**src/rtl/alu_mul_seq.sv**
```systemverilog
// ---------------------------------------------------------------------------
// alu_mul_seq
//
// Sequential radix-2 shift-add multiplier that sits in the EX stage, right
// after the ALU control decoder. It starts only when the decoded ALU code is
// MUL_CODE. It then takes WIDTH iterations to build the 2*WIDTH-bit product,
// and it stalls the pipeline while it works. Every other ALU code is left to
// the combinational ALU.
//
// Signed multiplies run on operand magnitudes. The sign is applied once, at
// the end. The adder is WIDTH+1 bits wide so that |0x80..0| * |0x80..0| does
// not drop a carry.
//
// Ports
//   clk        in   system clock, rising edge
//   reset      in   synchronous active-high reset
//   start      in   EX-stage instruction valid, qualified by alu_ctrl
//   alu_ctrl   in   5-bit ALU control code
//   sign       in   1 = signed multiply, 0 = unsigned
//   op_a       in   multiplicand
//   op_b       in   multiplier
//   flush      in   pipeline flush, aborts any operation in progress
//   stall      out  combinational pipeline hold
//   busy       out  state != IDLE
//   done       out  one-cycle pulse with a valid result
//   result_lo  out  low half of the product
//   result_hi  out  high half of the product
//
// FSM
//   state  | meaning
//   IDLE   | waiting for an accepted MUL
//   CALC   | one shift-add iteration per cycle, WIDTH cycles in total
//   DONE   | apply the sign, register the product and pulse done on exit
// ---------------------------------------------------------------------------
module alu_mul_seq #(
  parameter int          WIDTH    = 32,
  parameter logic [4:0]  MUL_CODE = 5'b11010
) (
  input  logic             clk,
  input  logic             reset,
  input  logic             start,
  input  logic [4:0]       alu_ctrl,
  input  logic             sign,
  input  logic [WIDTH-1:0] op_a,
  input  logic [WIDTH-1:0] op_b,
  input  logic             flush,
  output logic             stall,
  output logic             busy,
  output logic             done,
  output logic [WIDTH-1:0] result_lo,
  output logic [WIDTH-1:0] result_hi
);

  localparam int CNT_W = (WIDTH > 1) ? $clog2(WIDTH) : 1;
  localparam logic [CNT_W-1:0] CNT_LAST = CNT_W'(WIDTH - 1);

  typedef enum logic [1:0] {
    S_IDLE = 2'd0,
    S_CALC = 2'd1,
    S_DONE = 2'd2
  } state_e;

  state_e state_q, state_d;

  logic [WIDTH-1:0]   mcand_q, mcand_d;
  logic [WIDTH-1:0]   mplier_q, mplier_d;
  logic [2*WIDTH-1:0] acc_q, acc_d;
  logic [CNT_W-1:0]   cnt_q, cnt_d;
  logic               neg_q, neg_d;
  logic [WIDTH-1:0]   res_lo_q, res_lo_d;
  logic [WIDTH-1:0]   res_hi_q, res_hi_d;
  logic               done_q, done_d;

  logic               accept;
  logic [WIDTH-1:0]   abs_a, abs_b;
  logic [WIDTH-1:0]   addend;
  logic [WIDTH:0]     sum;
  logic [2*WIDTH-1:0] acc_step;
  logic [2*WIDTH-1:0] product;

  assign accept = start & (alu_ctrl == MUL_CODE) & (state_q == S_IDLE) & ~flush;

  // Negating the most negative value gives back the same bit pattern.
  // Read as unsigned, that pattern is the correct magnitude.
  assign abs_a = (sign & op_a[WIDTH-1]) ? (~op_a + 1'b1) : op_a;
  assign abs_b = (sign & op_b[WIDTH-1]) ? (~op_b + 1'b1) : op_b;

  // One iteration: add into the upper half, then shift {carry, acc} right.
  assign addend   = mplier_q[0] ? mcand_q : '0;
  assign sum      = {1'b0, acc_q[2*WIDTH-1:WIDTH]} + {1'b0, addend};
  assign acc_step = {sum, acc_q[WIDTH-1:1]};

  assign product  = neg_q ? (~acc_q + 1'b1) : acc_q;

  // ---------------------------------------------------------------- FSM
  always_ff @(posedge clk) begin
    if (reset) begin
      state_q <= S_IDLE;
    end else begin
      state_q <= state_d;
    end
  end

  always_comb begin
    state_d = state_q;
    case (state_q)
      S_IDLE: begin
        if (accept) state_d = S_CALC;
      end
      S_CALC: begin
        if (flush)                  state_d = S_IDLE;
        else if (cnt_q == CNT_LAST) state_d = S_DONE;
      end
      S_DONE: begin
        state_d = S_IDLE;
      end
      default: begin
        state_d = S_IDLE;
      end
    endcase
  end

  always_comb begin
    stall = accept | (state_q == S_CALC);
    busy  = (state_q != S_IDLE);
  end

  // ---------------------------------------------------------------- datapath
  always_comb begin
    mcand_d  = mcand_q;
    mplier_d = mplier_q;
    acc_d    = acc_q;
    cnt_d    = cnt_q;
    neg_d    = neg_q;
    res_lo_d = res_lo_q;
    res_hi_d = res_hi_q;
    done_d   = 1'b0;
    case (state_q)
      S_IDLE: begin
        if (accept) begin
          mcand_d  = abs_a;
          mplier_d = abs_b;
          neg_d    = sign & (op_a[WIDTH-1] ^ op_b[WIDTH-1]);
          acc_d    = '0;
          cnt_d    = '0;
        end
      end
      S_CALC: begin
        if (!flush) begin
          acc_d    = acc_step;
          mplier_d = mplier_q >> 1;
          cnt_d    = cnt_q + 1'b1;
        end
      end
      S_DONE: begin
        // A flush here drops the result and keeps the previous one visible.
        if (!flush) begin
          res_lo_d = product[WIDTH-1:0];
          res_hi_d = product[2*WIDTH-1:WIDTH];
          done_d   = 1'b1;
        end
      end
      default: begin
        done_d = 1'b0;
      end
    endcase
  end

  always_ff @(posedge clk) begin
    if (reset) begin
      mcand_q  <= '0;
      mplier_q <= '0;
      acc_q    <= '0;
      cnt_q    <= '0;
      neg_q    <= 1'b0;
      res_lo_q <= '0;
      res_hi_q <= '0;
      done_q   <= 1'b0;
    end else begin
      mcand_q  <= mcand_d;
      mplier_q <= mplier_d;
      acc_q    <= acc_d;
      cnt_q    <= cnt_d;
      neg_q    <= neg_d;
      res_lo_q <= res_lo_d;
      res_hi_q <= res_hi_d;
      done_q   <= done_d;
    end
  end

  assign done      = done_q;
  assign result_lo = res_lo_q;
  assign result_hi = res_hi_q;

endmodule

```
**config.mk**
```make
export PLATFORM = sky130hd
export DESIGN_NAME = alu_mul_seq
export DESIGN_NICKNAME = d
export VERILOG_FILES = /design/src/rtl/alu_mul_seq.sv
export SDC_FILE = /design/constraint.sdc
export NUM_CORES = 1
export LEC_CHECK = 0
export CAP_MARGIN = 0
export CORE_MARGIN = 4
export CORE_UTILIZATION = 45
export CTS_CLUSTER_DIAMETER = 120
export CTS_CLUSTER_SIZE = 25
export DETAILED_ROUTE_END_ITERATION = 10
export DONT_BUFFER_PORTS = 1
export SLEW_MARGIN = 30
export SYNTH_ARGS = -nofsm -noshare
export SYNTH_HDL_FRONTEND = slang
export SYNTH_SLANG_ARGS = --single-unit
```
**constraint.sdc**
```tcl
create_clock -name clk -period 2.7 [get_ports clk]
set_clock_uncertainty 0.1 [all_clocks]
set_input_delay 0.54 -clock clk [delete_from_list [all_inputs] [get_ports clk]]
set_output_delay 0.54 -clock clk [all_outputs]
set_load 0.005 [all_outputs]
```
==> impl_metrics.yaml, run 1 <==
status:
  outcome: "finished, violations left"
  violations: "negative setup slack"
grt:
  grt_max_degree: 170
  grt_pass1_vias: 9962
  grt_pass1_wl_um: 52050
  overflow: 0
  gr-usage-all-layers_pct: 21.39
  antenna_found_initial: 0
layout:
  nets: 1665
  n_fill_cell: 2544
  areaGrowthSynthToFinish_pct: 15.02
  antenna_cells: 0
  fin_area_mm2: 0.01349
  drive_above_1_share_pct: 14.29
sta:
  rsz0062_at_grt: "yes"
  finalCritPeriodShare_pct: 102.8
  slew_violations: 0
  finalCriticalPeriod_ns: 2.776
  fin_ws_ns: -0.07624
  fmax_mhz: 360.2
  finalSetupViolCount: 7
  hold_violations: 0
  slew_headroom_pct: 50.54
  tightestPinTransition_ns: 0.7411
placed_design:
  dpl.hpwl_um: 23760
  gp_congestion: 0.8967
  port_buffers: 0
  placed_area_mm2: 0.01284
routing:
  drc_errors: 0
  vias: 10768
  wl_per_cell_um: 17.01
  dr.pass1.iters: 5
  wirelength_um: 32050
  viasPerCell: 5.715
  drt_iter0_drc: 669
  antenna_left: 0
clocking:
  cts_tree: "done"
  clock-sinks: 201
  clock_path_buffers: 3
  root_buffer: "clkbuf_16"
  clk_latency_ns: 0.48
  cts.reportedPaths.clkPinSlew_ns: 0.11
  cts_buffers: 12
  cts-htree-levels: 1
hold_path:
  min_from: "reset"
  min_path_type: "in2reg"
die:
  die_y_um: 169.4
  start_util_pct: 46.18
  fp-row-count: 58
  io_pins: 141
  fp.coreArea_mm2: 0.02540
  fp.dieArea_mm2: 0.02871
  fp.dieW_um: 169.4
worst_setup_path:
  critPathSlowestCell: "or4_4"
  endpoint_kind: "register"
  max_stage_delay_ns: 0.62
  required_ns: 3.00
  crit_top_cell: "or4_4"
  critPathLaunch: "acc_q[28]"
  crit_chain: "or4_4 > or4_4 > or4_4 > o41ai_4 > xnor2_1 > nand2_1 > a21oi_1"
  path_class: "reg2reg"
  start_kind: "register"
  cp_max_fo: 6
  rr_startpoint: "acc_q[28]"
  crit_arrival_ns: 3.08
synthesis:
  ys_ff_latch: 201
  async_flop_share_pct: 0
  ys_warn_count: 0
  synth-edff-count: 0
  mappedNetlistNets: 1613
  synth_seq_area_share_pct: 34.31
  syn_avg_cell_area_um2: 7.814
  synth-main-ff-cell: "dfxtp_1"
  syn_area_mm2: 0.01173
  ys_types: 62
  synthCells: 1501
run:
  drv_cap: 0
power_and_ir_drop:
  peakVddDrop_mv: 0.4418
  p_leak_nw: 5.242
  p_per_area_mw_per_mm2: 377.1
  power_mw: 5.088
critical path, delay by kind of cell, from the launching register on:
kind | cells | cell delay (ns)
compound gates | 2 | 0.38
simple gates | 4 | 1.75
xor+xnor | 1 | 0.15
flops | 1 | 0.33
registers in the layout, indices dropped and copies added, names as in the netlist:
register   count
acc_q         64
cnt_q          5
done           1
neg_q          1
mplier_q      32
mcand_q       32
result_hi     32
result_lo     32
state_q        2
cell usage after synthesis (18+ instances only):
cell / count / area [um2]
a211oi_1: 70 / 525.5
a21oi_1: 108 / 540.5
a22oi_1: 40 / 300.3
and2_1: 39 / 244.0
clkbuf_1: 93 / 349.1
dfxtp_1: 201 / 4024
ha_1: 37 / 462.9
inv_1: 20 / 75.07
nand2_1: 160 / 600.6
nand3_1: 26 / 130.1
nor2_1: 202 / 758.2
nor3_1: 22 / 110.1
o21ai_0: 74 / 370.4
o21ai_1: 23 / 115.1
o31ai_1: 27 / 202.7
o41ai_1: 18 / 157.7
or3_1: 29 / 181.4
xnor2_1: 43 / 376.6
xor2_1: 96 / 840.8
layer usage:
layer	GRT usage [%]	vias up	routed length (um)
li1	-	5487	-
met1	33.31	4987	16280
met2	31.77	274	13410
met3	3.191	20	1934
met4	3.360	0	418
met5	0	-	0
where the power goes:
part | total, mW | internal [mW] | switching, mW
sequential | 2.97 | 2.97 | 0.00332
combinational | 0.201 | 0.0876 | 0.113
clock | 1.91 | 0.892 | 1.02
through the flow:
step                hold WS, ns  worst slack, ns  instances  setup TNS, ns  utilization, %
floorplan                0.3273          -0.2043       1501        -0.9358               -
global placement         0.3317          -0.1050       1864        -0.3291           50.55
detailed placement       0.3375          -0.1185       1864        -0.9133           50.56
CTS                     0.01577         -0.07432       1879        -0.2773           52.18
global route           0.002241          -0.1610       1884        -0.9528           53.11
finish                  0.02617         -0.07624       1884        -0.2633           53.11
area by class of cell:
| type | instances | area, um2 | area share, % |
|---|---|---|---|
| flip-flops and latches | 201 | 4026 | 29.85 |
| clock inverters | 1 | 30.03 | 0.2226 |
| inverters | 20 | 75.07 | 0.5565 |
| multi-input cells | 1182 | 7564 | 56.07 |
| clock buffers | 14 | 329.1 | 2.439 |
| repair buffers | 136 | 1054 | 7.809 |
| well taps | 330 | 412.9 | 3.061 |
final timing paths:
check             endpoint  slack (ns)  depth (start not counted)
min reg2reg   mplier_q[22]        0.35                          2
max          result_hi[26]       -0.08                          7
min            mplier_q[7]        0.03                          1
max reg2reg  result_hi[26]       -0.08                          7
logic make-up after synthesis:
| kind of cell | after synthesis | synth area share, % |
|---|---|---|
| AO/OA/AOI/OAI | 433 | 24.14 |
| XOR/XNOR | 139 | 10.38 |
| adder cells (fa/ha/maj) | 38 | 4.118 |
| buffers and inverters | 118 | 3.990 |
| flip-flops | 201 | 34.31 |
| multiplexers | 4 | 0.3414 |
| AND/OR/NAND/NOR | 568 | 22.72 |
cells in the final DEF, fill, tap and decap left out, types with 6 or more instances in the layout:
| cell | Yosys | final |
|---|---|---|
| o22ai_1 | 6 | 6 |
| nand2b_1 | 12 | 11 |
| a31oi_1 | 11 | 9 |
| o41ai_1 | 18 | 13 |
| nand3_1 | 26 | 25 |
| or2_2 | 7 | 7 |
| a22oi_1 | 40 | 40 |
| a21o_1 | 14 | 14 |
| nand2_1 | 160 | 158 |
| o21ai_0 | 74 | 64 |
| buf_4 | 0 | 132 |
| clkbuf_16 | 0 | 13 |
| nor4_1 | 13 | 11 |
| inv_1 | 20 | 20 |
| nand4_1 | 10 | 10 |
| and3_1 | 14 | 13 |
| dfxtp_1 | 201 | 199 |
| nor3_1 | 22 | 21 |
| nor2_1 | 202 | 197 |
| xnor2_1 | 43 | 43 |
| or3_1 | 29 | 26 |
| a21oi_1 | 108 | 96 |
| a211oi_1 | 70 | 69 |
| xor2_1 | 96 | 96 |
| a21oi_2 | 0 | 11 |
| a311oi_1 | 7 | 7 |
| o31ai_1 | 27 | 27 |
| o21ai_1 | 23 | 31 |
| or4_1 | 8 | 7 |
| ha_1 | 37 | 29 |
| and2_1 | 39 | 36 |
what timing repair did:
item / in CTS / in global routing
pin swaps: 4 / 18
setup endpoints to repair: 13 / 35
hold buffers: 0 / 0
gates resized for setup: 8 / 47
setup buffers: 0 / 5
(Power assumes the default switching activity.)
==> run 2, diff against run 1 <==
--- a/config.mk
+++ b/config.mk
@@ -12,7 +12,6 @@
 export CTS_CLUSTER_SIZE = 25
 export DETAILED_ROUTE_END_ITERATION = 10
 export DONT_BUFFER_PORTS = 1
-export SLEW_MARGIN = 30
 export SYNTH_ARGS = -nofsm -noshare
 export SYNTH_HDL_FRONTEND = slang
 export SYNTH_SLANG_ARGS = --single-unit
==> impl_metrics.yaml, run 2 (same netlist as run 1, synthesis figures left out) <==
die:
  start_util_pct: 46.18
  fp.coreArea_mm2: 0.02540
  io_pins: 141
  fp.dieArea_mm2: 0.02871
  die_y_um: 169.4
  fp.dieW_um: 169.4
  fp-row-count: 58
power_and_ir_drop:
  peakVddDrop_mv: 0.4170
  p_per_area_mw_per_mm2: 375.9
  power_mw: 5.090
  p_leak_nw: 5.279
routing:
  dr.pass1.iters: 5
  drt_iter0_drc: 734
  drc_errors: 0
  vias: 10678
  viasPerCell: 5.668
  wl_per_cell_um: 17.00
  antenna_left: 0
  wirelength_um: 32040
sta:
  finalCritPeriodShare_pct: 102.6
  tightestPinTransition_ns: 1.201
  hold_violations: 0
  finalCriticalPeriod_ns: 2.770
  whs_ns: 0.03694
  rsz0062_at_grt: "yes"
  fmax_mhz: 361.0
  slew_headroom_pct: 19.65
  setup_tns_ns: -0.2294
  finalSetupViolCount: 6
  slew_violations: 0
  fin_ws_ns: -0.06985
grt:
  gr-usage-all-layers_pct: 21.36
  overflow: 0
  antenna_found_initial: 0
  grt_max_degree: 170
  grt_pass1_wl_um: 52020
  grt_pass1_vias: 10113
clocking:
  cts_buffers: 12
  root_buffer: "clkbuf_16"
  ctsHoldBuffers: 0
  cts_tree: "done"
  cts.reportedPaths.clkPinSlew_ns: 0.10
  cts-htree-levels: 1
  clock-sinks: 201
  clock_path_buffers: 3
  clk_latency_ns: 0.47
layout:
  largest_register_ffs: 64
  fin_area_mm2: 0.01354
  areaGrowthSynthToFinish_pct: 15.47
  n_fill_cell: 2496
  utilization_pct: 53.32
  nets: 1665
  antenna_cells: 0
  final_common_cell: "dfxtp_1"
  drive_above_1_share_pct: 14.54
  largest_register: "acc_q"
  instances_no_fill: 1884
  mostFrequentLayoutCells: "dfxtp_1 (199), nor2_1 (198), nand2_1 (155)"
hold_path:
  min_path_type: "in2reg"
worst_setup_path:
  endpoint_kind: "register"
  max_stage_delay_ns: 0.62
  path_class: "reg2reg"
  cp.buffers_inverters: 0
  critPathSlowestCell: "or4_4"
  crit_arrival_ns: 3.08
  critical-path-top-delay-family: "simple AND/OR/NAND/NOR gates"
  required_ns: 3.01
  crit_top_cell: "or4_4"
  crit_chain: "or4_4 > or4_4 > or4_4 > o41ai_4 > xnor2_1 > nand2_1 > a21oi_1"
  cp_max_fo: 6
  start_kind: "register"
placed_design:
  post-place-ws_ns: -0.1056
  placed_area_mm2: 0.01284
  dpl.cell_count: 1864
  gp_congestion: 0.8967
  dpl.hpwl_um: 23730
  port_buffers: 0
status:
  outcome: "finished, violations left"
  violations: "negative setup slack"
run:
  drv_cap: 0
==> run 2: repair_timing <==
item,4_1_cts,5_1_grt
pin swaps,3,19
gates resized for setup,7,54
endpoints found under the hold margin,0,0
buffers inserted,0,5
endpoints found under the setup margin,12,35
==> run 2: path summary, 6_finish.rpt <==
path / from / to / slack, ns / cells after the start
worst max-delay path: acc_q[28] / result_hi[26] / -0.07 / 7
worst min register to register: mplier_q[22] / mplier_q[22] / 0.35 / 2
worst min-delay path: reset / mplier_q[8] / 0.04 / 1
worst max register to register: acc_q[28] / result_hi[26] / -0.07 / 7
==> run 2: final cells by class <==
class                   count  area, um2  share of cell area [%]
flip-flops and latches    201       4026                   29.73
multi-input cells        1182       7616                   56.24
clock buffers              14      329.1                   2.430
well taps                 330      412.9                   3.049
inverters                  20      75.07                  0.5543
clock inverters             1      30.03                  0.2217
repair buffers            136       1054                   7.779
==> run 2: worst reg2reg max path: stages (launching register included) <==
cell	delay [ns]
dfxtp_1	0.33
or4_4	0.54
or4_4	0.52
or4_4	0.62
o41ai_4	0.24
xnor2_1	0.15
nand2_1	0.07
a21oi_1	0.14
==> run 2: power by group <==
part	internal, mW	switching (mW)	total, mW
sequential	2.97	0.00331	2.97
clock	0.892	1.03	1.92
combinational	0.0873	0.113	0.200
==> run 2: per-layer routing <==
metal / GRT usage [%] / wire, um / vias to the layer above / share of wire [%]
met4: 3.220 / 353 / 0 / 1.1
met5: 0 / 0 / - / 0
li1: - / - / 5479 / -
met2: 32.11 / 13400 / 297 / 42
met1: 32.82 / 16240 / 4881 / 51
met3: 3.471 / 2044 / 21 / 6.4
==> run 3, diff against run 2 <==
--- a/config.mk
+++ b/config.mk
@@ -6,12 +6,14 @@
 export NUM_CORES = 1
 export LEC_CHECK = 0
 export CAP_MARGIN = 0
-export CORE_MARGIN = 4
-export CORE_UTILIZATION = 45
+export CORE_ASPECT_RATIO = 1.25
+export CORE_MARGIN = 8
+export CORE_UTILIZATION = 50
 export CTS_CLUSTER_DIAMETER = 120
 export CTS_CLUSTER_SIZE = 25
 export DETAILED_ROUTE_END_ITERATION = 10
 export DONT_BUFFER_PORTS = 1
+export PLACE_DENSITY = 0.68
 export SYNTH_ARGS = -nofsm -noshare
 export SYNTH_HDL_FRONTEND = slang
 export SYNTH_SLANG_ARGS = --single-unit
==> impl_metrics.yaml, run 3 (same netlist as run 1, synthesis figures left out) <==
sta:
  finalCriticalPeriod_ns: 2.782
  whs_ns: 0.02646
  slew_headroom_pct: 30.16
  finalCritPeriodShare_pct: 103.0
  setup_tns_ns: -0.3320
  fmax_mhz: 359.4
  fin_ws_ns: -0.08208
  rsz0062_at_grt: "yes"
  tightestPinTransition_ns: 1.044
  hold_violations: 0
  finalSetupViolCount: 6
  slew_violations: 0
die:
  fp-row-count: 62
  fp.dieW_um: 153.0
  fp.coreArea_mm2: 0.02304
  die_y_um: 187.2
  fp.dieArea_mm2: 0.02865
  start_util_pct: 50.91
  io_pins: 141
worst_setup_path:
  ff2ff_path_depth: 7
  required_ns: 3.01
  r2r-end: "result_hi[22]"
  cp_max_fo: 6
  path_class: "reg2reg"
  crit_arrival_ns: 3.09
  start_kind: "register"
  rr_startpoint: "acc_q[28]"
  reg2reg_slack_ns: -0.08
  endpoint_kind: "register"
routing:
  wirelength_um: 31820
  vias: 10879
  drt_iter0_drc: 535
  drc_errors: 0
  wl_per_cell_um: 17.18
  viasPerCell: 5.874
  dr.pass1.iters: 5
  antenna_left: 0
layout:
  areaGrowthSynthToFinish_pct: 16.82
  fin_area_mm2: 0.01370
  largest_register: "acc_q"
  antenna_cells: 0
  utilization_pct: 59.47
  mostFrequentLayoutCells: "nor2_1 (197), dfxtp_1 (196), nand2_1 (155)"
  drive_above_1_share_pct: 16.43
  final_common_cell: "nor2_1"
  largest_register_ffs: 64
  nets: 1675
clocking:
  cts_buffers: 12
  cts-htree-levels: 1
  clk_latency_ns: 0.49
  root_buffer: "clkbuf_16"
  clock_path_buffers: 3
  clock-sinks: 201
  ctsHoldBuffers: 0
  cts_tree: "done"
  cts.reportedPaths.clkPinSlew_ns: 0.10
placed_design:
  gp_congestion: 0.9159
  placed_area_mm2: 0.01286
  dpl.hpwl_um: 23540
  port_buffers: 0
hold_path:
  worstHoldEndpoint: "result_lo[5]"
  min_path_type: "in2reg"
  min_from: "reset"
  hold_depth: 1
grt:
  antenna_found_initial: 0
  grt_max_degree: 170
  gr-usage-all-layers_pct: 21.25
  grt_pass1_wl_um: 51960
  grt_pass1_vias: 10385
  overflow: 0
power_and_ir_drop:
  peakVddDrop_mv: 0.2719
  power_mw: 5.102
  p_per_area_mw_per_mm2: 372.3
  p_leak_nw: 5.332
status:
  violations: "negative setup slack"
  outcome: "finished, violations left"
run:
  drv_cap: 0
[run 3: cell count changes in the layout (fill, tap and decap cells not counted), moves of 3 or more]
cell	delta
a21oi_1	-5
a21oi_2	+4
buf_4	+7
dfxtp_1	-3
ha_4	+4
o21ai_2	+3
[run 3: through the flow]
| step | worst slack (ns) | std cells |
|---|---|---|
| after floorplan | -0.2043 | 1501 |
| after global placement | -0.1302 | 1829 |
| after detailed placement | -0.1965 | 1829 |
| after CTS | -0.07510 | 1846 |
| after global routing | -0.1481 | 1852 |
| final | -0.08208 | 1852 |
[run 3: what timing repair did]
item                                    CTS  global route
resized for setup                        22            66
pin swaps                                 7            22
hold endpoints to repair                  0             0
setup buffers                             2             6
endpoints found under the setup margin   28            40
[run 3: worst max-delay path by stage]
stage | startpoint | endpoint | depth (start not counted)
after floorplan | acc_q[28] | result_hi[30] | 10
after global routing | acc_q[28] | result_hi[30] | 7
final | acc_q[28] | result_hi[22] | 7
after global placement | mplier_q[0] | acc_q[55] | 11
after detailed placement | mplier_q[0] | acc_q[59] | 11
after CTS | acc_q[28] | result_hi[29] | 7
[run 3: power breakdown]
part           switching [mW]  total [mW]  internal (mW)
clock network            1.04        1.93          0.892
registers             0.00338        2.97           2.97
logic                   0.110       0.196         0.0854
[run 3: area by class of cell]
type	instances	area (um2)
Fill cell	2084	9338
Multi-Input combinational cell	1182	7714
Sequential cell	201	4033
Timing Repair Buffer	146	1161
Tap cell	288	360.3
Clock buffer	14	329.1
Inverter	20	75.07
Clock inverter	1	30.03
[run 3: layer usage]
metal / global-route usage [%] / wire length [um]
met1: 26.93 / 14140
met2: 35.72 / 14860
met3: 3.814 / 2024
met4: 7.246 / 796
met5: 0 / 0
[run 3: worst max-delay path, cell delays in order, from the launching register on]
cell,delay (ns)
dfxtp_2,0.34
or4_4,0.53
or4_4,0.52
or4_4,0.63
o31ai_2,0.24
xnor2_1,0.14
nand2_1,0.07
a21oi_1,0.15
